## src/rtl/magnapinna_accum_unit.sv

```systemverilog
// Registered accumulator with valid/ready handshake on both sides.
// Modes: ADD (a+b), ACC (acc+a), SUB (acc-a), MAC (acc+a*b). Out-of-range
// results either clamp or wrap depending on SATURATE; both set a sticky flag.
// ACC_WIDTH must be at least 2*WIDTH so that every raw result fits in
// ACC_WIDTH+1 bits and the top bit alone flags carry or borrow.
module magnapinna_accum_unit #(
  parameter int unsigned WIDTH     = 8,
  parameter int unsigned ACC_WIDTH = 16,
  parameter bit          SATURATE  = 1'b1
) (
  input  logic                 clk,
  input  logic                 rst_n,
  input  logic                 clear,
  input  logic                 in_valid,
  output logic                 in_ready,
  input  logic [WIDTH-1:0]     a,
  input  logic [WIDTH-1:0]     b,
  input  logic [1:0]           mode,
  output logic                 out_valid,
  input  logic                 out_ready,
  output logic [ACC_WIDTH-1:0] result,
  output logic                 overflow,
  output logic [7:0]           count
);

  localparam int unsigned XW = ACC_WIDTH + 1;

  localparam logic [1:0] MODE_ADD = 2'b00;
  localparam logic [1:0] MODE_ACC = 2'b01;
  localparam logic [1:0] MODE_SUB = 2'b10;
  localparam logic [1:0] MODE_MAC = 2'b11;

  logic [ACC_WIDTH-1:0] r_acc;
  logic                 r_overflow;
  logic [7:0]           r_count;
  logic                 r_out_valid;

  logic                 w_accept;
  logic [2*WIDTH-1:0]   w_prod;
  logic [XW-1:0]        w_a_x;
  logic [XW-1:0]        w_b_x;
  logic [XW-1:0]        w_acc_x;
  logic [XW-1:0]        w_prod_x;
  logic [XW-1:0]        w_raw;
  logic                 w_is_sub;
  logic                 w_range;
  logic [ACC_WIDTH-1:0] w_next_acc;

  // Stalling input while an unconsumed result is held keeps result stable.
  assign in_ready = !clear && (!r_out_valid || out_ready);
  assign w_accept = in_valid && in_ready;

  assign w_prod   = {{WIDTH{1'b0}}, a} * {{WIDTH{1'b0}}, b};
  assign w_a_x    = XW'(a);
  assign w_b_x    = XW'(b);
  assign w_acc_x  = {1'b0, r_acc};
  assign w_prod_x = XW'(w_prod);

  // Raw arithmetic one bit wider than the accumulator; top bit is carry/borrow.
  always_comb begin
    w_raw    = '0;
    w_is_sub = 1'b0;
    case (mode)
      MODE_ADD: w_raw = w_a_x + w_b_x;
      MODE_ACC: w_raw = w_acc_x + w_a_x;
      MODE_SUB: begin
        w_raw    = w_acc_x - w_a_x;
        w_is_sub = 1'b1;
      end
      MODE_MAC: w_raw = w_acc_x + w_prod_x;
      default:  w_raw = '0;
    endcase
  end

  assign w_range = w_raw[XW-1];

  // Clamp toward the violated bound when saturating, otherwise keep low bits.
  always_comb begin
    w_next_acc = w_raw[ACC_WIDTH-1:0];
    if (w_range && SATURATE) begin
      w_next_acc = w_is_sub ? '0 : '1;
    end
  end

  // Accumulator, sticky overflow and beat counter; clear beats any accept.
  always_ff @(posedge clk or negedge rst_n) begin
    if (!rst_n) begin
      r_acc      <= '0;
      r_overflow <= 1'b0;
      r_count    <= 8'd0;
    end else if (clear) begin
      r_acc      <= '0;
      r_overflow <= 1'b0;
      r_count    <= 8'd0;
    end else if (w_accept) begin
      r_acc      <= w_next_acc;
      r_overflow <= r_overflow | w_range;
      if (r_count != 8'hFF) begin
        r_count <= r_count + 8'd1;
      end
    end
  end

  // Output valid bit: set on accept, dropped when consumed without a new beat.
  always_ff @(posedge clk or negedge rst_n) begin
    if (!rst_n) begin
      r_out_valid <= 1'b0;
    end else if (clear) begin
      r_out_valid <= 1'b0;
    end else if (w_accept) begin
      r_out_valid <= 1'b1;
    end else if (out_ready) begin
      r_out_valid <= 1'b0;
    end
  end

  assign out_valid = r_out_valid;
  assign result    = r_acc;
  assign overflow  = r_overflow;
  assign count     = r_count;

endmodule

```

## config.mk

```make
export PLATFORM = sky130hd
export DESIGN_NAME = magnapinna_accum_unit
export DESIGN_NICKNAME = d
export VERILOG_FILES = /design/src/rtl/magnapinna_accum_unit.sv
export SDC_FILE = /design/constraint.sdc
export NUM_CORES = 1
export LEC_CHECK = 0
export BUFFER_PORTS_ARGS = -buffer_cell sky130_fd_sc_hd__buf_2
export CORE_ASPECT_RATIO = 0.9
export CORE_UTILIZATION = 60
export CTS_BUF_LIST = sky130_fd_sc_hd__clkbuf_4
export CTS_CLUSTER_SIZE = 40
export DETAILED_ROUTE_END_ITERATION = 6
export GPL_TIMING_DRIVEN = 1
export PLACE_DENSITY = 0.81
export SLEW_MARGIN = 10
export SYNTH_ARGS = -nofsm -noshare
export SYNTH_HDL_FRONTEND = slang
export SYNTH_SLANG_ARGS = --single-unit
export TNS_END_PERCENT = 50
```

## constraint.sdc

```tcl
create_clock -name clk -period 7.3 [get_ports clk]
set_input_delay 0.73 -clock clk [delete_from_list [all_inputs] [get_ports clk]]
set_output_delay 0.73 -clock clk [all_outputs]
set_load 0.1 [all_outputs]
```

# After elaboration in Yosys (flattened, before gate mapping)
# Index checks and enable logic that the tools add are counted.
# op_classes
add_sub_neg	5
mul	1
n_div	0
n_lt_le_gt_ge	0
eq_ne	4
shifts	0
n_mux	14
bitwise_logic	1
n_reduce_logical	10
# op_table
op	count
$pmux 17 s4	1
$mux 16	4
$mux 8	3
$add 16x16->17	1
$add 16x8->17	1
$sub 16x8->17	1
$mul 8x8->16	1
$add 8x8->9	1
$add 8x1->8 const B	1
$ne 8x8->1 const B	1
$mux 1	6
$eq 2x2->1 const B	2
$reduce_bool 2->1	2
$reduce_bool 3->1	1
$eq 2x1->1 const B	1
$logic_and 1x1->1	2
$logic_not 1->1	2
$logic_not 2->1	1
$reduce_and 2->1	1
$logic_or 1x1->1	1
$or 1x1->1	1
# word_totals
ff_bits	26
latchBits	0
ramBits	0
romBits	0
memories	0

# Logic depth before layout (Yosys ltp)
# Gate-level depths: netlist of run 1.
# logic_depth
word_depth	6
ltp_mapped	20
ltp_nobuf	19

# Least setup slack after synthesis of run 1
# No wires, ideal clock.
# synth_timing
kind	reg-to-reg
startpoint	reg r_acc[6] (netlist: result[6])
endpoint	reg r_acc[14] (netlist: result[14])
t_arrival_ns	5.353
t_required_ns	7.178
slack_ns	1.825
stages_incl_launch_ff	18
path_buffers	0
cell_sequence	dfrtp_1 inv_1 fa_1 inv_1 fa_1 inv_1 fa_1 fa_1 inv_1 ha_1 o21a_1 a2111o_1 a31o_1 a21o_1 a21o_1 xor2_1 a221o_1 a22o_1
# synth_via
elab_chain_len	5
# synth_rtl
item	line	rtl
start: declaration	33	logic [ACC_WIDTH-1:0] r_acc;
start signal: assignment	96	r_acc <= w_next_acc;
$add 16x16->17, or another cell as far along	70	MODE_MAC: w_raw = w_acc_x + w_prod_x;
$pmux 17 s4 *	63	case (mode)
$mux 16 *	80	if (w_range && SATURATE) begin
$mux 16 *	95	end else if (w_accept) begin
$mux 16 *	91	end else if (clear) begin
# Mark *: on every way between the ends. The rest lies on a longest branch, timed or not. The select of a mux whose other input is x is not followed.
# A chain may end at the register's enable or synchronous reset.

# Worst setup path after layout of run 1
# layout_timing
startpoint	in a[4]
endpoint	reg r_acc[11] (netlist: result[11])
# layout_via
elab_chain_len	6
# layout_rtl
item	line	rtl
start: declaration	16	input logic [WIDTH-1:0] a,
$mul 8x8->16	53	assign w_prod = {{WIDTH{1'b0}}, a} * {{WIDTH{1'b0}}, b};
$add 16x16->17	70	
$pmux 17 s4 *	63	
$mux 16 *	80	
$mux 16 *	95	
$mux 16 *	91	
# Marked as above.

==> run metrics, run 1 <==
outcome=finished clean; multiplexer share of the synthesized area=1.25%; Via-to-Cell Ratio=5.96; # IOs=50; unique cell type count in the Yosys netlist=66; Critical R2R Launch=result[6]; XOR/XNOR share of the synthesized area=4.96%; WL/cell=17.0 µm; clock sinks=26; max cap viols=0; Post-Syn Area per Cell=8.40 µm²; WS Path Type=input port to flop; fraction of the mapped netlist area in adder cells=35.6%; Clk Latency, worst-skew pair=0.32 ns; initial antenna violation count=0; PortBufs=49; diode count=0; hold crit path type=input port to async pin; Synth top area share=20.0%; EDFF count, synth=0; Final Critical Period=5.49 ns; Peak VDD IR=0.172 mV; unrepaired setup endpoints after global routing=false; Placed Instances=781; Rel. slew slack=43.6%; Yosys reg bits=26; total power=0.00150 W; largest family of logic cells by synthesized area=adder cells; power density over the cells=266 nW/µm²; starting density of the core=61.9%; pin count of the biggest net entering global routing=27; clock tree buffer depth=2; Post-synth ARST share=100%; Die ar.=9210 µm²; CTS H-tree depth=1; cell row count=32; Worst-path clk slew=0.16 ns; vias=4676; TritonCTS clock tree=done; Cell Count, Final, Fillers Out=785; Fmax achieved=182 MHz; Req. time, crit path=7.58 ns; Area contributors post-synth=fa_1 20%, ha_1 16%, dfrtp_1 12%, inv_1 7.9%, and2_1 4.0%; sequential area share after synthesis=12.3%; period utilization=75.2%; initial DRC count=284; first-pass GRT wire length=22100 µm; leading cell types by count after synthesis=112 x inv_1, 66 x ha_1, 54 x nand2_1; Root Driver=clkbuf_4; total grt overflow=0; GRT Total Usage=30.6%; worst r2r dst=result[11]; DRC=0; Post-Syn Area=5300 µm²; drt pass-1 iters=5; FF-to-FF setup slack=2.00 ns; Synth Instances=631; post-cts sizing count=0; Num CTS Buffers=3; WL final=13300 µm; area leader, netlist=fa_1; Post-CTS Hold Fix Bufs=0; final hold vios=0; post-synthesis compound-gate area fraction=18.9%; final setup fails=0; Crit. End Element=flop; leak pwr=3.01 nW; GP Congestion=0.928; Mapped Nets=773; Reg2Reg Depth=17; Least-Margin Pin Slew=0.834 ns; Fillers=746; Synth Flop Type=dfrtp_1; postcts setup bufs=0; ANT nets after route=0; Worst Path Arrival=5.77 ns; most frequent cell after synthesis=inv_1; Chip Height=91.2 µm; vias in the first global route=4601; area delta synth->final=6.59%; final setup TNS=0 ns; core area=8570 µm²; Post-layout nets=809; Synth Area in Simple Gates=17.5%; Final Hold Slack=0.386 ns; Startpoint Class=input port; CP max FO=19; fin. max-slew vios=0; placed wire-length estimate=10700 µm; Core Util, Final=65.9%; die width=101 µm; synth warn=0; layout cells sized above 1=10.2%; Worst Skew=0.00135 ns
-- stage by stage --
stage	setup slack [ns]	area [µm²]
3_3_place_gp	1.56	5620
3_5_place_dp	1.51	5620
2_1_floorplan	1.82	5300
5_1_grt	1.57	5650
6_report	1.81	5650
4_1_cts	1.82	5650
-- metal layers --
metal	share of wire (%)	wire length, µm	global-route usage, %
met1	43	5750	44.0
met2	47	6300	48.9
met3	7.9	1050	2.93
met4	1.6	214	8.33
met5	0	0	0
-- layout by cell type (no fill, tap or decap), drive strengths merged, types with 5 or more instances in the layout --
cell,synthesis,final
nor2,33,33
a21oi,24,24
xor2,10,10
a22o,6,6
a21o,17,17
a211oi,9,9
or3,5,5
buf,3,50
nand3,7,7
nand2b,11,11
nor2b,5,5
inv,112,112
nand2,54,54
o31ai,10,10
dfrtp,26,26
a31o,5,5
and2,35,35
o21a,9,9
nor3,18,18
xnor2,20,20
fa,53,53
ha,66,66
o21ai,24,24
-- how the worst max path moves through the flow --
stage,start,to,slack [ns]
CTS,a[4],result[7],1.82
floorplan,result[6],result[14],1.82
global route,a[4],result[15],1.57
finish,a[4],result[11],1.81
detailed placement,a[4],result[0],1.51
global placement,a[4],result[7],1.56
-- cell type report --
type | count | area, µm² | area share (%)
Clock inverter | 1 | 3.75 | 0.0664
Clock buffer | 3 | 22.5 | 0.399
Sequential cell | 26 | 651 | 11.5
Inverter | 113 | 424 | 7.51
Tap cell | 119 | 149 | 2.64
Timing Repair Buffer | 50 | 253 | 4.47
Multi-Input combinational cell | 473 | 4150 | 73.4
-- cell families (layout without fill, tap and decap cells) --
family                   count (synthesis)  in the layout
AND/OR/NAND/NOR                        182            182
AO/OA/AOI/OAI                          136            136
buffers and inverters                  132            167
adder cells (fa/ha/maj)                119            119
XOR/XNOR                                30             30
flip-flops                              26             26
multiplexers                             6              6
-- flip-flops by register name, indices dropped and copies added (netlist names) --
register,cells
count,8
overflow,1
result,16
out_valid,1
-- worst max-delay path, cell delays in order --
cell and delay [ns]:
buf_2 0.24, ha_1 0.24, inv_1 0.09, fa_1 0.53, inv_1 0.05, fa_1 0.46, fa_1 0.54, inv_1 0.05
fa_1 0.54, inv_1 0.05, ha_1 0.37, o21a_1 0.15, o21a_1 0.13, a31o_1 0.22, nand4_2 0.13, mux2_4 0.23
nand4_4 0.30, a211oi_4 0.51, a22o_1 0.20
-- report_power, final --
part | total, W | internal (W) | switching, W
combinational | 0.00124 | 0.000481 | 0.000761
clock | 0.0000676 | 0.0000200 | 0.0000476
sequential | 0.000191 | 0.000162 | 0.0000295
total | 0.00150 | 0.000663 | 0.000838
No activity file was read; power rests on OpenSTA's default activity.
==> inputs of run 2 (changes only) <==
- ABC_AREA: default -> 1
- PLACE_DENSITY: 0.81 -> 0.8
- clock period: 7.3 -> 5.1 ns (I/O delays scaled with it)
==> run metrics, run 2 <==
GRT Total Usage=30.9%; Least-Margin Pin Slew=0.659 ns; final setup TNS=0 ns; Fillers=946; most frequent cells in the layout=303 x nand2_1, 229 x inv_1, 66 x ha_1; FF-to-FF setup slack=0.68 ns; peak per-stage delay on the critical path=0.55 ns; most common cell after layout, fill and taps aside=nand2_1; Clk Latency, worst-skew pair=0.33 ns; placed wire-length estimate=12500 µm; initial antenna violation count=0; vias in the first global route=5221; clock tree buffer depth=2; pre-CTS setup slack=0.175 ns; Synth top area share=19.2%; Crit. End Element=flop; leak pwr=4.09 nW; Final Critical Period=4.60 ns; postcts setup bufs=0; period utilization=90.3%; outcome=finished clean; CTS H-tree depth=1; combinational share of power=83.4%; Post-Syn Area per Cell=6.42 µm²; Via-to-Cell Ratio=5.21; Fmax achieved=217 MHz; GP Congestion=0.924; Post-layout nets=1105; Startpoint Class=input port; ANT nets after route=0; CP max-delay cell=fa_1; Worst Path Arrival=4.84 ns; total grt overflow=0; TritonCTS clock tree=done; EDFF count, synth=0; cell row count=34; Seq pwr share=12.3%; Mapped Nets=1065; synth warn=0; leading cell types by count after synthesis=303 x nand2_1, 229 x inv_1, 66 x ha_1; # IOs=50; hold crit path type=input port to async pin; WL final=15000 µm; final instance area=6280 µm²; switching pwr=0.00132 W; Sw Ratio=60.3%; Post-synth ARST share=100%; Seq. cell area=651 µm²; max reg flops=16; layout cells sized above 1=9.88%; PortBufs=49; Yosys reg bits=26; CP max FO=16; clock network fraction of design power=4.3%; Rel. slew slack=56.1%; Setup WS post-layout=0.497 ns; power density over the cells=349 nW/µm²; first-pass GRT wire length=24700 µm; Worst Skew=0.00452 ns; Die ar.=10300 µm²; final hold vios=0; diode count=0; critical path, cell by cell=buf_2 -> ha_1 -> inv_1 -> fa_1 -> inv_1 -> fa_1 -> fa_1 -> inv_1 -> fa_1 -> inv_1 -> ha_1 -> nand2_1 -> inv_2 -> nand2_1 -> nor3_4 -> nand2_2 -> nand3_2 -> nand3_2 -> nand2_4 -> nand3_4 -> nand3_1 -> nand2_1; Root Driver=clkbuf_4; area leader, netlist=nand2_1; unique cell type count in the Yosys netlist=42; vias=5666; WL/cell=13.8 µm; Peak VDD IR=0.236 mV; Post-CTS Hold Fix Bufs=0; max cap viols=0; DP Area=6250 µm²; Worst-path clk slew=0.14 ns; die width=107 µm; most frequent cell after synthesis=nand2_1; area delta synth->final=6.02%; total power=0.00219 W; drt pass-1 iters=5; pin count of the biggest net entering global routing=27; post-cts sizing count=0; final setup fails=0; Area contributors post-synth=nand2_1 19%, fa_1 18%, inv_1 15%, ha_1 14%, dfrtp_1 11%; Power Internal=0.000869 W; clock sinks=26; Chip Height=96.3 µm; DRC=0; Synth Flop Type=dfrtp_1; fin. max-slew vios=0; core area=9610 µm²; initial DRC count=419; Num CTS Buffers=3; WS Path Type=input port to flop; starting density of the core=61.6%; Post-Syn Area=5920 µm²; sequential area share after synthesis=11.0%; Synth Instances=923; unrepaired setup endpoints after global routing=false; Multi-input gate area=4290 µm²; Req. time, crit path=5.33 ns; Final Hold Slack=0.159 ns
-- run 2: cell count changes in the layout (fill, tap and decap cells not counted), moves of 7 or more --
cell and change:
nor2_1 +7, nand2b_1 -11, inv_1 +117, nor3_1 -12, a21o_1 -17, a211oi_1 -8, nand2_1 +249, o21a_1 -9
and2_1 -34, xnor2_1 -18, nand3_1 +57, nand2_2 +9, o31ai_1 -8
-- run 2: worst paths after layout --
| path | startpoint | end | cells past startpoint |
|---|---|---|---|
| max | a[4] | result[2] | 22 |
| min in group clk | clear | out_valid | 2 |
| min | rst_n | out_valid | 1 |
| max reg2reg | result[6] | result[2] | 21 |
| min reg2reg | overflow | overflow | 2 |
| max in group asynchronous | rst_n | count[2] | 1 |
-- run 2: cell families after synthesis --
group | share of synthesized area (%)
AOI/OAI and AO/OA | 6.11
xor gates and xnor gates | 1.18
adders and majority gates | 31.9
buffers and inverters | 16.6
DFF | 11.0
muxes | 0.338
and+or+nand+nor | 32.9
-- run 2: metal layers --
layer / global-route usage [%] / share of wire, % / up-vias
met5: 0 / 0 / -
met4: 3.77 / 1.1 / 0
met3: 2.64 / 5.6 / 18
met2: 52.3 / 45 / 177
met1: 44.4 / 48 / 2614
li1: - / - / 2857
-- run 2: area by class of cell --
type | instances | area share (%)
Clock inverter | 1 | 0.0598
Tap cell | 126 | 2.51
Sequential cell | 26 | 10.4
Inverter | 233 | 13.9
Timing Repair Buffer | 54 | 4.50
Clock buffer | 3 | 0.359
Multi-Input combinational cell | 645 | 68.3
-- run 2: stage by stage --
step | std cells | utilization (%)
4_1_cts | 1088 | 65.3
3_3_place_gp | 1084 | 65.0
2_1_floorplan | 923 | -
5_1_grt | 1088 | 65.3
3_5_place_dp | 1084 | 65.0
6_report | 1088 | 65.3
-- run 2: power by group through the flow --
stage / Clock, W / Combinational (W) / Sequential [W]
2_1_floorplan: 0 / 0.00127 / 0.000441
3_3_place_gp: 0 / 0.00178 / 0.000272
3_5_place_dp: 0 / 0.00181 / 0.000272
4_1_cts: 0.0000934 / 0.00182 / 0.000269
5_1_grt: 0.000102 / 0.00209 / 0.000272
6_report: 0.0000933 / 0.00183 / 0.000270
-- run 2: worst max-delay path: cells and delay by family --
family | cells | cell delay (ns)
adders and majority gates | 6 | 2.68
and+or+nand+nor | 10 | 1.08
buffers and inverters | 6 | 0.56
==> inputs of run 3 (changes only) <==
- CORE_UTILIZATION: 60 -> 57
- clock period: 5.1 -> 3.8 ns (I/O delays scaled with it)
==> run metrics, run 3 (synthesized netlist as in run 2, its figures left out) <==
Clk Latency, worst-skew pair=0.33 ns; starting density of the core=60.0%; leak pwr=4.38 nW; most frequent cells in the layout=295 x nand2_1, 219 x inv_1, 67 x buf_4; ANT nets after route=0; area delta synth->final=17.1%; Seq. cell area=674 µm²; Num CTS Buffers=3; clock sinks=26; Crit. End Element=flop; final setup fails=17; cell row count=34; die width=109 µm; PortBufs=49; Least-Margin Pin Slew=0.827 ns; Final Critical Period=4.09 ns; vias in the first global route=5759; Worst Skew=0.0105 ns; max cap viols=0; DRC=0; WS Path Type=flop to flop; Peak VDD IR=0.323 mV; unrepaired setup endpoints after global routing=true; Rel. slew slack=44.8%; GP Congestion=0.915; WL final=15600 µm; final hold vios=0; CP max-delay cell=fa_1; crit path from=result[7]; placed wire-length estimate=13000 µm; fin. max-slew vios=0; critical path, cell by cell=inv_2 -> fa_1 -> inv_1 -> fa_1 -> fa_1 -> inv_1 -> fa_1 -> inv_2 -> ha_4 -> nand2_1 -> nand2_2 -> inv_1 -> nand3_2 -> nand2_2 -> nand2_1 -> nand2_1 -> nand3_2 -> nand2_4 -> nand3_4 -> nand3_1 -> nand2_1; drt pass-1 iters=5; # IOs=50; Setup WS post-layout=-0.294 ns; final instance area=6940 µm²; total grt overflow=0; Reg2Reg Depth=21; diode count=0; Fmax achieved=244 MHz; max reg flops=16; TritonCTS clock tree=done; Core Util, Final=70.3%; core area=9870 µm²; Bufs and invs on worst path=5; Startpoint Class=flop; Top delay family on crit path=adder cells; DP Area=6810 µm²; clock tree buffer depth=2; hold crit path type=input port to async pin; pin count of the biggest net entering global routing=27; Post-layout nets=1165; Chip Height=98.7 µm; layout cells sized above 1=19.2%; Worst-path clk slew=0.15 ns; vias=5940; CP max FO=8; Worst Path Arrival=4.32 ns; Critical R2R Launch=result[7]; Multi-input gate area=4470 µm²; Die ar.=10800 µm²; violated checks=setup timing; Req. time, crit path=4.03 ns; WL/cell=13.6 µm; first-pass GRT wire length=26600 µm; period utilization=108%; Root Driver=clkbuf_4; Fillers=908; Via-to-Cell Ratio=5.17; peak per-stage delay on the critical path=0.52 ns; final setup TNS=-4.64 ns; GRT Total Usage=31.3%; initial DRC count=394; Crit. path cell count=21; outcome=finished with violations; CTS H-tree depth=1; power density over the cells=533 nW/µm²; most common cell after layout, fill and taps aside=nand2_1; initial antenna violation count=0
## run 3: worst register-to-register path: stages (launching register included)
cell	delay [ns]
dfrtp_4	0.51
inv_2	0.07
fa_1	0.41
inv_1	0.08
fa_1	0.43
fa_1	0.52
inv_1	0.05
fa_1	0.49
inv_2	0.05
ha_4	0.23
nand2_1	0.08
nand2_2	0.06
inv_1	0.07
nand3_2	0.11
nand2_2	0.10
nand2_1	0.06
nand2_1	0.07
nand3_2	0.09
nand2_4	0.17
nand3_4	0.16
nand3_1	0.14
nand2_1	0.06
## run 3: final timing paths
kind,to,slack (ns)
setup / recovery,result[10],-0.29
hold / removal,out_valid,0.06
setup reg to reg,result[10],-0.29
hold reg to reg,overflow,0.54
max in group asynchronous,result[5],3.25
min in group clk,out_valid,0.21
## run 3: stage by stage
stage | total power [W] | worst slack, ns | std cells | hold WS, ns
5_1_grt | 0.00411 | -0.507 | 1148 | 0.0758
2_1_floorplan | 0.00255 | -0.235 | 923 | 0.0844
6_report | 0.00370 | -0.294 | 1148 | 0.0575
3_5_place_dp | 0.00343 | -0.627 | 1139 | 0.442
4_1_cts | 0.00361 | -0.269 | 1146 | 0.0616
3_3_place_gp | 0.00337 | -0.549 | 1139 | 0.440
## run 3: power breakdown
part	leakage (nW)	switching, W	internal, W	total (W)
registers	0.338	0.0000421	0.000317	0.000359
logic	4.03	0.00189	0.00133	0.00321
clock network	0.0154	0.0000850	0.0000386	0.000124
## run 3: routing by layer
metal / part of all wire [%] / wire length [µm] / global-route usage, % / vias to the layer above
met3: 6.8 / 1060 / 2.78 / 15
met5: 0 / 0 / 0 / -
met1: 46 / 7170 / 44.5 / 2744
met4: 0.84 / 131 / 5.85 / 0
li1: - / - / - / 2982
met2: 46 / 7210 / 52.3 / 199
## run 3: area by class of cell
cell class,instances,area share [%]
Clock inverter,1,0.0541
Multi-Input combinational cell,647,64.5
Clock buffer,3,0.325
Sequential cell,26,9.72
Inverter,233,12.6
Tap cell,126,2.27
Timing Repair Buffer,112,10.5
## run 3: timing repair
item / 4_1_cts / 5_1_grt
endpoints found under the setup margin: 17 / 17
pin swaps: 1 / 1
hold buffers: 0 / 0
resized for setup: 8 / 4
cloned: 2 / 0
setup buffers: 1 / 2
